[config.mk]
export PLATFORM = sky130hd
export DESIGN_NAME = scan_test_ctrl_flat
export DESIGN_NICKNAME = d
export VERILOG_FILES = /design/src/rtl/scan_test_ctrl_if.sv /design/src/rtl/scan_test_ctrl.sv /design/src/flat_wrapper.sv
export SDC_FILE = /design/constraint.sdc
export NUM_CORES = 1
export LEC_CHECK = 0
export BUFFER_PORTS_ARGS = -buffer_cell sky130_fd_sc_hd__buf_2
export CORE_MARGIN = 4
export CORE_UTILIZATION = 52
export DETAILED_ROUTE_END_ITERATION = 16
export PLACE_DENSITY = 0.72
export SLEW_MARGIN = 10
export SYNTH_ARGS = -nofsm -noshare
export SYNTH_HDL_FRONTEND = slang
export SYNTH_SLANG_ARGS = --single-unit
[constraint.sdc]
create_clock -name CLK -period 3.4 [get_ports CLK]
set_clock_uncertainty 0.15 [all_clocks]
set_input_delay 0.34 -clock CLK [delete_from_list [all_inputs] [get_ports CLK]]
set_output_delay 0.34 -clock CLK [all_outputs]
set_load 0.005 [all_outputs]
[src/rtl/scan_test_ctrl_if.sv]
// Scan test controller bus: run control, chain drive/observe, and status.
// master = controller side, slave = host/chain side.
interface scan_test_ctrl_if;
    logic        START;
    logic        SO;
    logic        SSEL;
    logic        SDIN;
    logic        BUSY;
    logic        DONE;
    logic [15:0] SIGNATURE;
    logic [9:0]  PAT_CNT;

    modport master (
        input  START, SO,
        output SSEL, SDIN, BUSY, DONE, SIGNATURE, PAT_CNT
    );

    modport slave (
        output START, SO,
        input  SSEL, SDIN, BUSY, DONE, SIGNATURE, PAT_CNT
    );
endinterface

[src/rtl/scan_test_ctrl.sv]
// Scan BIST controller: loads LFSR patterns into a scan chain, pulses one
// functional capture per pattern, and compacts the shifted-out responses
// into a 16-bit MISR signature. All outputs come straight from flops.
module scan_test_ctrl #(
    parameter int          CHAIN_LEN    = 74,
    parameter int          NUM_PATTERNS = 16,
    parameter logic [15:0] SEED         = 16'hACE1
) (
    input  logic              CLK,
    input  logic              RST,
    scan_test_ctrl_if.master  bus
);
    localparam int             CW   = $clog2(CHAIN_LEN);
    localparam logic [CW-1:0]  LAST = CW'(CHAIN_LEN - 1);
    localparam logic [9:0]     NPAT = 10'(NUM_PATTERNS);

    typedef enum logic [2:0] {
        S_IDLE, S_SHIFT, S_CAPTURE, S_UNLOAD, S_DONE
    } state_t;

    state_t          r_state;
    logic [CW-1:0]   r_cnt;
    logic [15:0]     r_lfsr;
    logic [15:0]     r_misr;
    logic [9:0]      r_pat;
    logic            r_ssel;
    logic            r_sdin;
    logic            r_busy;
    logic            r_done;

    logic [15:0]     w_lfsr_nxt;
    logic [15:0]     w_misr_nxt;
    logic [9:0]      w_pat_inc;
    logic            w_last;

    assign w_lfsr_nxt = {r_lfsr[14:0], r_lfsr[15] ^ r_lfsr[13] ^ r_lfsr[12] ^ r_lfsr[10]};
    assign w_misr_nxt = {r_misr[14:0], r_misr[15] ^ r_misr[13] ^ r_misr[12] ^ r_misr[10] ^ bus.SO};
    assign w_pat_inc  = r_pat + 10'd1;
    assign w_last     = (r_cnt == LAST);

    // Sequencer: r_sdin always holds the bit for the cycle being entered, so
    // during SHIFT it tracks the LFSR value that is about to be consumed.
    always_ff @(posedge CLK or posedge RST) begin
        if (RST) begin
            r_state <= S_IDLE;
            r_cnt   <= '0;
            r_lfsr  <= SEED;
            r_misr  <= '0;
            r_pat   <= '0;
            r_ssel  <= 1'b0;
            r_sdin  <= 1'b0;
            r_busy  <= 1'b0;
            r_done  <= 1'b0;
        end else begin
            case (r_state)
                S_IDLE, S_DONE: begin
                    if (bus.START) begin
                        r_state <= S_SHIFT;
                        r_cnt   <= '0;
                        r_lfsr  <= SEED;
                        r_misr  <= '0;
                        r_pat   <= '0;
                        r_ssel  <= 1'b1;
                        r_sdin  <= SEED[0];
                        r_busy  <= 1'b1;
                        r_done  <= 1'b0;
                    end
                end
                S_SHIFT: begin
                    // The first load pushes out power-up junk, not a response.
                    if (r_pat != 10'd0) r_misr <= w_misr_nxt;
                    r_lfsr <= w_lfsr_nxt;
                    if (w_last) begin
                        r_state <= S_CAPTURE;
                        r_cnt   <= '0;
                        r_ssel  <= 1'b0;
                        r_sdin  <= 1'b0;
                    end else begin
                        r_cnt  <= r_cnt + CW'(1);
                        r_sdin <= w_lfsr_nxt[0];
                    end
                end
                S_CAPTURE: begin
                    r_pat  <= w_pat_inc;
                    r_ssel <= 1'b1;
                    if (w_pat_inc < NPAT) begin
                        r_state <= S_SHIFT;
                        r_sdin  <= r_lfsr[0];
                    end else begin
                        r_state <= S_UNLOAD;
                        r_sdin  <= 1'b0;
                    end
                end
                S_UNLOAD: begin
                    r_misr <= w_misr_nxt;
                    if (w_last) begin
                        r_state <= S_DONE;
                        r_cnt   <= '0;
                        r_ssel  <= 1'b0;
                        r_busy  <= 1'b0;
                        r_done  <= 1'b1;
                    end else begin
                        r_cnt <= r_cnt + CW'(1);
                    end
                end
                default: r_state <= S_IDLE;
            endcase
        end
    end

    assign bus.SSEL      = r_ssel;
    assign bus.SDIN      = r_sdin;
    assign bus.BUSY      = r_busy;
    assign bus.DONE      = r_done;
    assign bus.SIGNATURE = r_misr;
    assign bus.PAT_CNT   = r_pat;
endmodule

[src/flat_wrapper.sv]
// flat-port wrapper written by rule: the top's interface ports become plain ports
module scan_test_ctrl_flat 
#(
    parameter int          CHAIN_LEN    = 74,
    parameter int          NUM_PATTERNS = 16,
    parameter logic [15:0] SEED         = 16'hACE1
)
  (CLK, RST, bus_START, bus_SO, bus_SSEL, bus_SDIN, bus_BUSY, bus_DONE, bus_SIGNATURE, bus_PAT_CNT);
  scan_test_ctrl_if bus_i ();
  input  logic CLK;
  input  logic RST;
  input wire logic [$bits(bus_i.START)-1:0] bus_START;
  input wire logic [$bits(bus_i.SO)-1:0] bus_SO;
  output wire logic [$bits(bus_i.SSEL)-1:0] bus_SSEL;
  output wire logic [$bits(bus_i.SDIN)-1:0] bus_SDIN;
  output wire logic [$bits(bus_i.BUSY)-1:0] bus_BUSY;
  output wire logic [$bits(bus_i.DONE)-1:0] bus_DONE;
  output wire logic [$bits(bus_i.SIGNATURE)-1:0] bus_SIGNATURE;
  output wire logic [$bits(bus_i.PAT_CNT)-1:0] bus_PAT_CNT;
  assign bus_i.START = bus_START;
  assign bus_i.SO = bus_SO;
  assign bus_SSEL = bus_i.SSEL;
  assign bus_SDIN = bus_i.SDIN;
  assign bus_BUSY = bus_i.BUSY;
  assign bus_DONE = bus_i.DONE;
  assign bus_SIGNATURE = bus_i.SIGNATURE;
  assign bus_PAT_CNT = bus_i.PAT_CNT;
  scan_test_ctrl #(.CHAIN_LEN(CHAIN_LEN), .NUM_PATTERNS(NUM_PATTERNS), .SEED(SEED)) u_core (.CLK(CLK), .RST(RST), .bus(bus_i));
endmodule
==> results of run 1 <==
-- logic make-up (layout without fill, tap and decap cells) --
group	Yosys count	after routing	synth area share
AND/OR/NAND/NOR	72	72	0.150
adder cells (fa/ha/maj)	4	4	0.0190
XOR/XNOR	14	14	0.0466
flip-flops	56	56	0.536
multiplexers	2	2	0.00760
buffers and inverters	15	47	0.0276
AO/OA/AOI/OAI	74	74	0.214
-- path summary, 6_finish.rpt --
kind                                                    from                              endpoint  slack, ns  cells past startpoint
setup / recovery           u_core.bus.PAT_CNT[1]$_DFFE_PP0P_           u_core.bus.SDIN$_DFFE_PP0P_       1.24                      6
hold / removal                                           RST  u_core.bus.SIGNATURE[14]$_DFFE_PP0P_       0.02                      2
setup reg to reg           u_core.bus.PAT_CNT[1]$_DFFE_PP0P_           u_core.bus.SDIN$_DFFE_PP0P_       1.24                      6
hold reg to reg                 u_core.r_lfsr[9]$_DFFE_PP0P_          u_core.r_lfsr[9]$_DFFE_PP0P_       0.35                      1
max in group asynchronous                                RST          u_core.r_lfsr[0]$_DFFE_PP1P_       2.29                      3
min in group CLK                                   bus_START         u_core.r_state[2]$_DFFE_PP0P_       0.27                      4
-- layer usage --
layer  GRT usage  up-vias  share of wire  routed length, um
li1            -      927              -                  -
met1       0.251      872           0.51               2510
met2       0.265       29           0.44               2180
met3      0.0363        7          0.038                190
met4      0.0687        0          0.013                 66
met5           0        -              0                  0
-- per-stage QoR --
stage	worst slack [ns]	util	instance area, sq um	total power [uW]	std cells
after floorplan	1.52	-	2630	1610	237
after global placement	1.29	0.589	2840	1800	328
after detailed placement	1.26	0.589	2840	1810	328
after CTS	1.24	0.608	2930	2180	336
after global routing	1.11	0.608	2930	2320	336
final	1.24	0.608	2930	2160	336
-- cell usage in the layout (no fill, tap or decap), types with 6 or more instances in the layout --
master    instances
dfrtp_1          48
o22a_1            7
dfstp_2           8
clkbuf_8          6
buf_2            33
a21oi_1           9
xor2_1            7
a22o_1           19
nand2_1          20
nand2b_1          6
xnor2_1           7
o21ai_0          19
a22o_2            6
nor2_1           16
-- state kept, by name (all words and copies together) (netlist names) --
| name | cells |
|---|---|
| u_core.bus.SDIN | 1 |
| u_core.r_state | 3 |
| u_core.bus.SSEL | 1 |
| u_core.bus.PAT_CNT | 10 |
| u_core.bus.BUSY | 1 |
| u_core.r_lfsr | 16 |
| u_core.bus.SIGNATURE | 16 |
| u_core.r_cnt | 7 |
| u_core.bus.DONE | 1 |
-- worst reg2reg max path, cell delays in order (launching register included) --
cell     delay, ns
dfrtp_1       0.49
ha_1          0.27
nand3_1       0.18
nor3_2        0.34
mux2i_1       0.29
nor2_1        0.08
a32o_1        0.25
-- layout make-up --
class | instances | area [sq um] | share of cell area
clock buffer | 6 | 82.6 | 0.0282
sequential | 56 | 1410 | 0.482
multi-input combinational | 166 | 1150 | 0.393
clock inverter | 2 | 10.0 | 0.00342
timing repair buffer | 34 | 173 | 0.0589
inverter | 5 | 18.8 | 0.00641
tap | 67 | 83.8 | 0.0286
-- power groups by stage --
stage	logic (uW)	clock network, uW	registers [uW]
after floorplan	498	0	1110
after CTS	670	376	1140
after global routing	738	405	1180
final	658	361	1140
after detailed placement	664	0	1150
after global placement	649	0	1150
==> flow_summary.yaml, run 1 <==
routing:
  via_per_inst: 5.46
  drt.antenna.violating_nets: 0
  finalWirelength_um: 4950
  drc_errors: 0
  drt_first_pass_iters: 4
  drtIter0Drc: 124
  vias: 1835
  wire_per_inst_um: 14.7
power:
  pwr-share-comb: 0.305
  leakagePower_uw: 0.00133
  p_int_uw: 1470
  ir_drop_uv: 490
  p_switching_uw: 685
  netSwitchingFraction: 0.317
  p_seq_frac: 0.528
  power.share.clock: 0.167
  power.density_nw_per_um2: 737
clocking:
  clk_latency_ns: 0.31
  cts_made_buffers: 5
  clock-sinks: 56
  cts_tree: "done"
  cts_resized: 0
  ctsRootBufferMaster: "clkbuf_8"
  htreeDepth: 2
  cts-hold-fix-buffers: 0
  postCtsSetupBuffers: 0
  path_clk_slew_ns: 0.09
  clockBufferDepth: 2
setup_path:
  crit_chain: "ha_1, nand3_1, nor3_2, mux2i_1, nor2_1, a32o_1"
  arrival_ns: 2.21
  cp_num_buf_inv: 0
  critPathMaxFanout: 8
  criticalPathCategory: "register to register"
  cp_top_family: "simple AND/OR/NAND/NOR gates"
  slowest_delay_ns: 0.49
  cp-start-kind: "register"
  worst-endpoint-required_ns: 3.45
  endpoint_kind: "register"
  cp_slowest_cell: "dfrtp_1"
layout:
  nFillCells: 442
  nets: 276
  syn_to_final_growth_pct: 11.2
  drive_above_1_share: 0.249
  n_antenna_cell: 0
sta:
  tightest_slew_ns: 0.766
  timing.hold.ws_ns: 0.0164
  period_share: 0.635
  rsz0062_at_grt: "false"
  maxSlewHeadroom: 0.489
  fmax_ghz: 0.463
  setup_tns_ns: 0
  drv_slew: 0
  final-setup-viol-count: 0
  post-route-min-period_ns: 2.16
  hold_viol_final: 0
grt:
  grt_start_max_net_pins: 39
  gr-total-overflow: 0
  grt_usage: 0.177
  grt_pass1_wl_um: 8740
  grt_antenna_before_repair: 0
  grt_pass1_vias: 1834
synth:
  synth_seq_cells: 56
  synth-edff-count: 0
  syn_area_sq_um: 2630
  synth_area_leaders: "dfrtp_1, dfstp_2, a22o_1, o21ai_0, nand2_1"
  yosysWarnings: 0
  synth-seq-area-share: 0.536
  syn_area_per_cell_sq_um: 11.1
  netlist_top_cells_count: "dfrtp_1, nand2_1, a22o_1, o21ai_0, nor2_1"
  ys_types: 49
  ys.flop_type: "dfrtp_1"
  synth_area_leader_cell: "dfrtp_1"
  synth-async-reset-ratio: 1.00
  synth_top_cell_area_share: 0.456
  syn-num-nets: 245
  postSynthCellCount: 237
  yosysMostFrequentCell: "dfrtp_1"
place:
  place_congestion: 0.856
  port_buffers: 33
  hpwl_um: 3390
run_status:
  status: "complete, no violations"
floorplanning:
  dieArea_sq_um: 6270
  io_pins: 34
  fp.dieH_um: 79.2
  core_region_area_sq_um: 4820
  rows: 25
  die_w_um: 79.2
  start_util: 0.547
min_path:
  hold_class: "primary input to async pin"
job:
  max_cap_viol_count: 0
Power figures use the tool's default switching activity.
==> inputs of run 2 (changes only) <==
Settings changed: ABC_AREA set to 1, CORE_UTILIZATION 52 to 51, PLACE_DENSITY 0.72 to 0.74.
Clock period 3.4 ns to 1.95 ns, I/O delays scaled along.
==> flow_summary.yaml, run 2 <==
place:
  hpwl_um: 3760
  port_buffers: 33
  pre_cts_slack_ns: 0.145
  place_congestion: 0.862
sta:
  final-setup-viol-count: 0
  post-route-min-period_ns: 1.81
  rsz0062_at_grt: "false"
  setup_tns_ns: 0
  timing.hold.ws_ns: 0.108
  maxSlewHeadroom: 0.740
  hold_viol_final: 0
  setup_ws_ns: 0.144
  tightest_slew_ns: 0.390
  fmax_ghz: 0.554
  drv_slew: 0
  period_share: 0.926
setup_path:
  r2r-end: "u_core.r_state[1]$_DFFE_PP0P_"
  arrival_ns: 1.86
  criticalPathCategory: "register to register"
  regToRegSetupSlack_ns: 0.14
  path_common_cell: "nand2_1"
  critPathMaxFanout: 5
  reg2reg_depth: 10
  startpoint: "u_core.bus.PAT_CNT[1]$_DFFE_PP0P_"
  worst-endpoint-required_ns: 2.01
  slowest_delay_ns: 0.41
  reg2reg_from: "u_core.bus.PAT_CNT[1]$_DFFE_PP0P_"
  cp_slowest_cell: "dfrtp_1"
  crit_chain: "ha_1, nand2_1, nor2_1, nand2_1, nand2_1, nand2_1, nor2_1, nand4_1, nand2_1, nand2_1"
  endpoint_kind: "register"
  crit_end: "u_core.r_state[1]$_DFFE_PP0P_"
  cp-start-kind: "register"
synth:
  syn-num-nets: 318
  ys.flop_type: "dfrtp_1"
  syn_area_sq_um: 2630
  synth_area_leader_cell: "dfrtp_1"
  synth-seq-area-share: 0.536
  syn_area_per_cell_sq_um: 8.49
  netlist_top_cells_count: "nand2_1, dfrtp_1, inv_1"
  yosysWarnings: 0
  yosysMostFrequentCell: "nand2_1"
  synth-async-reset-ratio: 1.00
  postSynthCellCount: 310
  synth_seq_cells: 56
  synth_top_cell_area_share: 0.456
  synth-edff-count: 0
  synth_area_leaders: "dfrtp_1, nand2_1, dfstp_2, inv_1, nand3_1"
  ys_types: 27
job:
  max_cap_viol_count: 0
power:
  finalPower_uw: 5190
  power.density_nw_per_um2: 1720
  ir_drop_uv: 844
  leakagePower_uw: 0.00154
routing:
  drtIter0Drc: 134
  via_per_inst: 5.11
  vias: 2156
  drt_first_pass_iters: 4
  finalWirelength_um: 5190
  wire_per_inst_um: 12.3
  drt.antenna.violating_nets: 0
  drc_errors: 0
grt:
  grt_usage: 0.178
  grt_antenna_before_repair: 0
  gr-total-overflow: 0
  grt_pass1_vias: 1955
  grt_pass1_wl_um: 8790
  grt_start_max_net_pins: 41
clocking:
  cts_made_buffers: 5
  cts_tree: "done"
  clock-sinks: 56
  clk_latency_ns: 0.31
  cts_resized: 0
  htreeDepth: 2
  clockBufferDepth: 2
  ctsRootBufferMaster: "clkbuf_8"
  path_clk_slew_ns: 0.10
  postCtsSetupBuffers: 0
min_path:
  hold_class: "primary input to register"
layout:
  nets: 362
  final_cell_mix: "nand2_1, dfrtp_1, inv_1"
  n_antenna_cell: 0
  drive_above_1_share: 0.183
  final_common_cell: "nand2_1"
  utilization: 0.625
  syn_to_final_growth_pct: 15.1
run_status:
  status: "complete, no violations"
floorplanning:
  io_pins: 34
  die_w_um: 79.8
  start_util: 0.543
  rows: 25
  core_region_area_sq_um: 4850
  fp.dieH_um: 79.8
  dieArea_sq_um: 6370
[run 2: changes by cell type after synthesis, moves of 4 or more]
| cell | change |
|---|---|
| o21ai_0 | +5 |
| nand3_1 | +21 |
| o22a_1 | -4 |
| inv_2 | +4 |
| o22ai_1 | +7 |
| nand2b_1 | -6 |
| nand2_1 | +64 |
| a22o_1 | -19 |
| inv_1 | +31 |
| a22o_2 | -6 |
| nor2_1 | +9 |
[run 2: power breakdown]
group	total [uW]	leakage (uW)	internal, uW	switching, uW
Sequential	2070	0.000711	1700	368
Combinational	2470	0.000785	971	1500
Clock	662	0.0000445	290	372
Total	5190	0.00154	2960	2240
[run 2: how the worst min path moves through the flow]
stage	cells past startpoint	slack [ns]	end	from
final	4	0.11	u_core.bus.SSEL$_DFFE_PP0P_	bus_START
after CTS	4	0.09	u_core.bus.SSEL$_DFFE_PP0P_	bus_START
after detailed placement	2	0.05	u_core.bus.PAT_CNT[6]$_DFFE_PP0P_	RST
after floorplan	2	0.30	u_core.r_lfsr[11]$_DFFE_PP1P_	u_core.r_lfsr[11]$_DFFE_PP1P_
after global routing	4	0.13	u_core.bus.SSEL$_DFFE_PP0P_	bus_START
after global placement	2	0.04	u_core.bus.PAT_CNT[7]$_DFFE_PP0P_	RST
[run 2: cells by family (layout without fill, tap and decap cells)]
logic type	Yosys count	in the layout	synth area share
and+or+nand+nor	150	150	0.251
adders and majority gates	4	4	0.0190
xor gates and xnor gates	9	9	0.0300
buffers and inverters	46	91	0.0694
DFF	56	56	0.536
AOI/OAI and AO/OA	45	45	0.0946
[run 2: worst max-delay path: cells and delay by family (launching register included)]
kind / cells / cell delay [ns]
simple gates: 9 / 0.91
flops: 1 / 0.41
fa+ha+maj: 1 / 0.22
[run 2: stage by stage]
| step | cell area, sq um | cells |
|---|---|---|
| 6_report | 3030 | 422 |
| 3_3_place_gp | 2920 | 413 |
| 3_5_place_dp | 2920 | 413 |
| 2_1_floorplan | 2630 | 310 |
| 5_1_grt | 3030 | 422 |
| 4_1_cts | 3030 | 422 |
[run 2: area by class of cell]
cell class	instances	area, sq um
Multi-Input combinational cell	208	1040
Clock inverter	1	7.51
Fill cell	402	1820
Timing Repair Buffer	42	248
Sequential cell	56	1410
Clock buffer	7	86.3
Inverter	41	154
Tap cell	67	83.8
[run 2: timing repair]
action	CTS	global route
hold buffers	1	0
setup endpoints to repair	0	0
hold endpoints to repair	16	0
[run 2: metal layers]
metal  global-route usage  up-vias  wire (um)
li1                     -     1080          -
met1                0.242     1020       2450
met2                0.267       48       2380
met3               0.0406        8        273
met4               0.0845        0         85
met5                    0        -          0
==> inputs of run 3 (changes only) <==
Settings changed: CELL_PAD_IN_SITES_DETAIL_PLACEMENT set to 2, CELL_PAD_IN_SITES_GLOBAL_PLACEMENT set to 2, CORE_UTILIZATION 51 to 31, MAX_ROUTING_LAYER set to met4.
==> flow_summary.yaml, run 3 (same netlist as run 2, synthesis figures left out) <==
routing:
  finalWirelength_um: 7250
  vias: 2248
  drc_errors: 0
  drt.antenna.violating_nets: 0
  drt_first_pass_iters: 3
  wire_per_inst_um: 15.6
  via_per_inst: 4.82
  drtIter0Drc: 27
power:
  p_int_uw: 3070
  p_seq_frac: 0.379
  netSwitchingFraction: 0.447
  pwr-share-comb: 0.493
  power.share.clock: 0.129
  leakagePower_uw: 0.00157
  ir_drop_uv: 643
  power.density_nw_per_um2: 1770
  p_switching_uw: 2480
sta:
  drv_slew: 0
  rsz0062_at_grt: "true"
  fmax_ghz: 0.562
  tightest_slew_ns: 0.373
  setup_tns_ns: 0
  timing.hold.ws_ns: 0.132
  post-route-min-period_ns: 1.78
  final-setup-viol-count: 0
  maxSlewHeadroom: 0.751
  hold_viol_final: 0
  period_share: 0.912
layout:
  syn_to_final_growth_pct: 19.4
  final_common_cell: "nand2_1"
  drive_above_1_share: 0.227
  nFillCells: 986
  n_antenna_cell: 0
  final_cell_mix: "nand2_1, dfrtp_1, inv_1"
  nets: 368
floorplanning:
  io_pins: 34
  fp.dieH_um: 100
  die_w_um: 100
  core_region_area_sq_um: 8220
  dieArea_sq_um: 10000
  rows: 33
  start_util: 0.320
place:
  port_buffers: 33
  hpwl_um: 5470
  place_congestion: 0.728
setup_path:
  cp_slowest_cell: "dfrtp_1"
  criticalPathCategory: "register to register"
  path_common_cell: "inv_2"
  crit_chain: "inv_2, nor2_4, inv_2, nor2_4, inv_2, nand2_1, inv_1, nand2_1, o21ai_0"
  arrival_ns: 1.82
  reg2reg_depth: 9
  worst-endpoint-required_ns: 1.99
  cp-start-kind: "register"
  critPathMaxFanout: 6
  endpoint_kind: "register"
  slowest_delay_ns: 0.42
grt:
  grt_pass1_vias: 2482
  gr-total-overflow: 0
  grt_pass1_wl_um: 12100
  grt_antenna_before_repair: 0
  grt_start_max_net_pins: 29
  grt_usage: 0.155
clocking:
  clk_latency_ns: 0.32
  cts_made_buffers: 5
  clock-sinks: 56
  cts_tree: "done"
  htreeDepth: 2
  path_clk_slew_ns: 0.11
  clockBufferDepth: 2
  ctsRootBufferMaster: "clkbuf_8"
job:
  max_cap_viol_count: 0
min_path:
  hold_class: "primary input to async pin"
run_status:
  status: "complete, no violations"
==> run 3: cell count changes in the layout (fill, tap and decap cells not counted), sizes merged <==
cell	previous run	this run
buf	41	47
clkbuf	7	6
clkinvlp	1	0
inv	40	42
==> run 3: final cells by class <==
| cell class | count | area [sq um] | area share |
|---|---|---|---|
| flip-flops and latches | 56 | 1410 | 0.449 |
| clock buffers | 6 | 82.6 | 0.0263 |
| inverters | 41 | 154 | 0.0490 |
| multi-input cells | 208 | 1060 | 0.339 |
| clock inverters | 2 | 17.5 | 0.00557 |
| repair buffers | 48 | 280 | 0.0892 |
| well taps | 105 | 131 | 0.0418 |
==> run 3: layer usage <==
metal,global-route usage,vias to the layer above,part of all wire
met5,-,-,0
met4,0.0373,0,0.011
met3,0.0236,7,0.029
met2,0.267,25,0.52
met1,0.191,1126,0.44
li1,-,1090,-
==> run 3: path summary, 6_finish.rpt <==
kind                                               startpoint                                end  slack, ns
worst max-delay path            u_core.r_state[0]$_DFFE_PP0P_       u_core.r_lfsr[9]$_DFFE_PP0P_       0.17
worst min-delay path                                      RST  u_core.bus.PAT_CNT[7]$_DFFE_PP0P_       0.13
worst max register to register  u_core.r_state[0]$_DFFE_PP0P_       u_core.r_lfsr[9]$_DFFE_PP0P_       0.17
worst min register to register   u_core.r_lfsr[7]$_DFFE_PP1P_       u_core.r_lfsr[7]$_DFFE_PP1P_       0.33
max in group asynchronous                                 RST      u_core.r_state[1]$_DFFE_PP0P_       0.94
min in group CLK                                    bus_START  u_core.bus.PAT_CNT[3]$_DFFE_PP0P_       0.16
==> run 3: metrics by stage <==
stage               area (sq um)  setup WS [ns]  power, uW  utilization  cells
finish                      3140          0.172       5550        0.383    466
global route                3140        -0.0227       6090        0.383    466
CTS                         3080         0.0337       5530        0.374    461
detailed placement          2970         0.0651       4770        0.361    452
global placement            2970          0.109       4650        0.361    452
floorplan                   2630          0.224       3800            -    310
==> run 3: repair_timing <==
action                     in CTS  in global routing
setup endpoints to repair       0                 23
setup buffers                   0                  5
hold buffers                    1                  0
hold endpoints to repair       48                  0
gates resized for setup         0                 10
==> run 3: worst max-delay path, delay by kind of cell (launching register included) <==
family                 cells  cell delay (ns)
AOI/OAI and AO/OA          1             0.09
DFF                        1             0.42
and+or+nand+nor            4             0.60
buffers and inverters      4             0.40
==> run 3: power groups by stage <==
stage | Combinational (uW) | Sequential [uW] | Clock, uW
CTS | 2670 | 2110 | 758
floorplan | 1760 | 2040 | 0
global placement | 2540 | 2100 | 0
finish | 2730 | 2100 | 714
global route | 3110 | 2190 | 802
detailed placement | 2650 | 2120 | 0
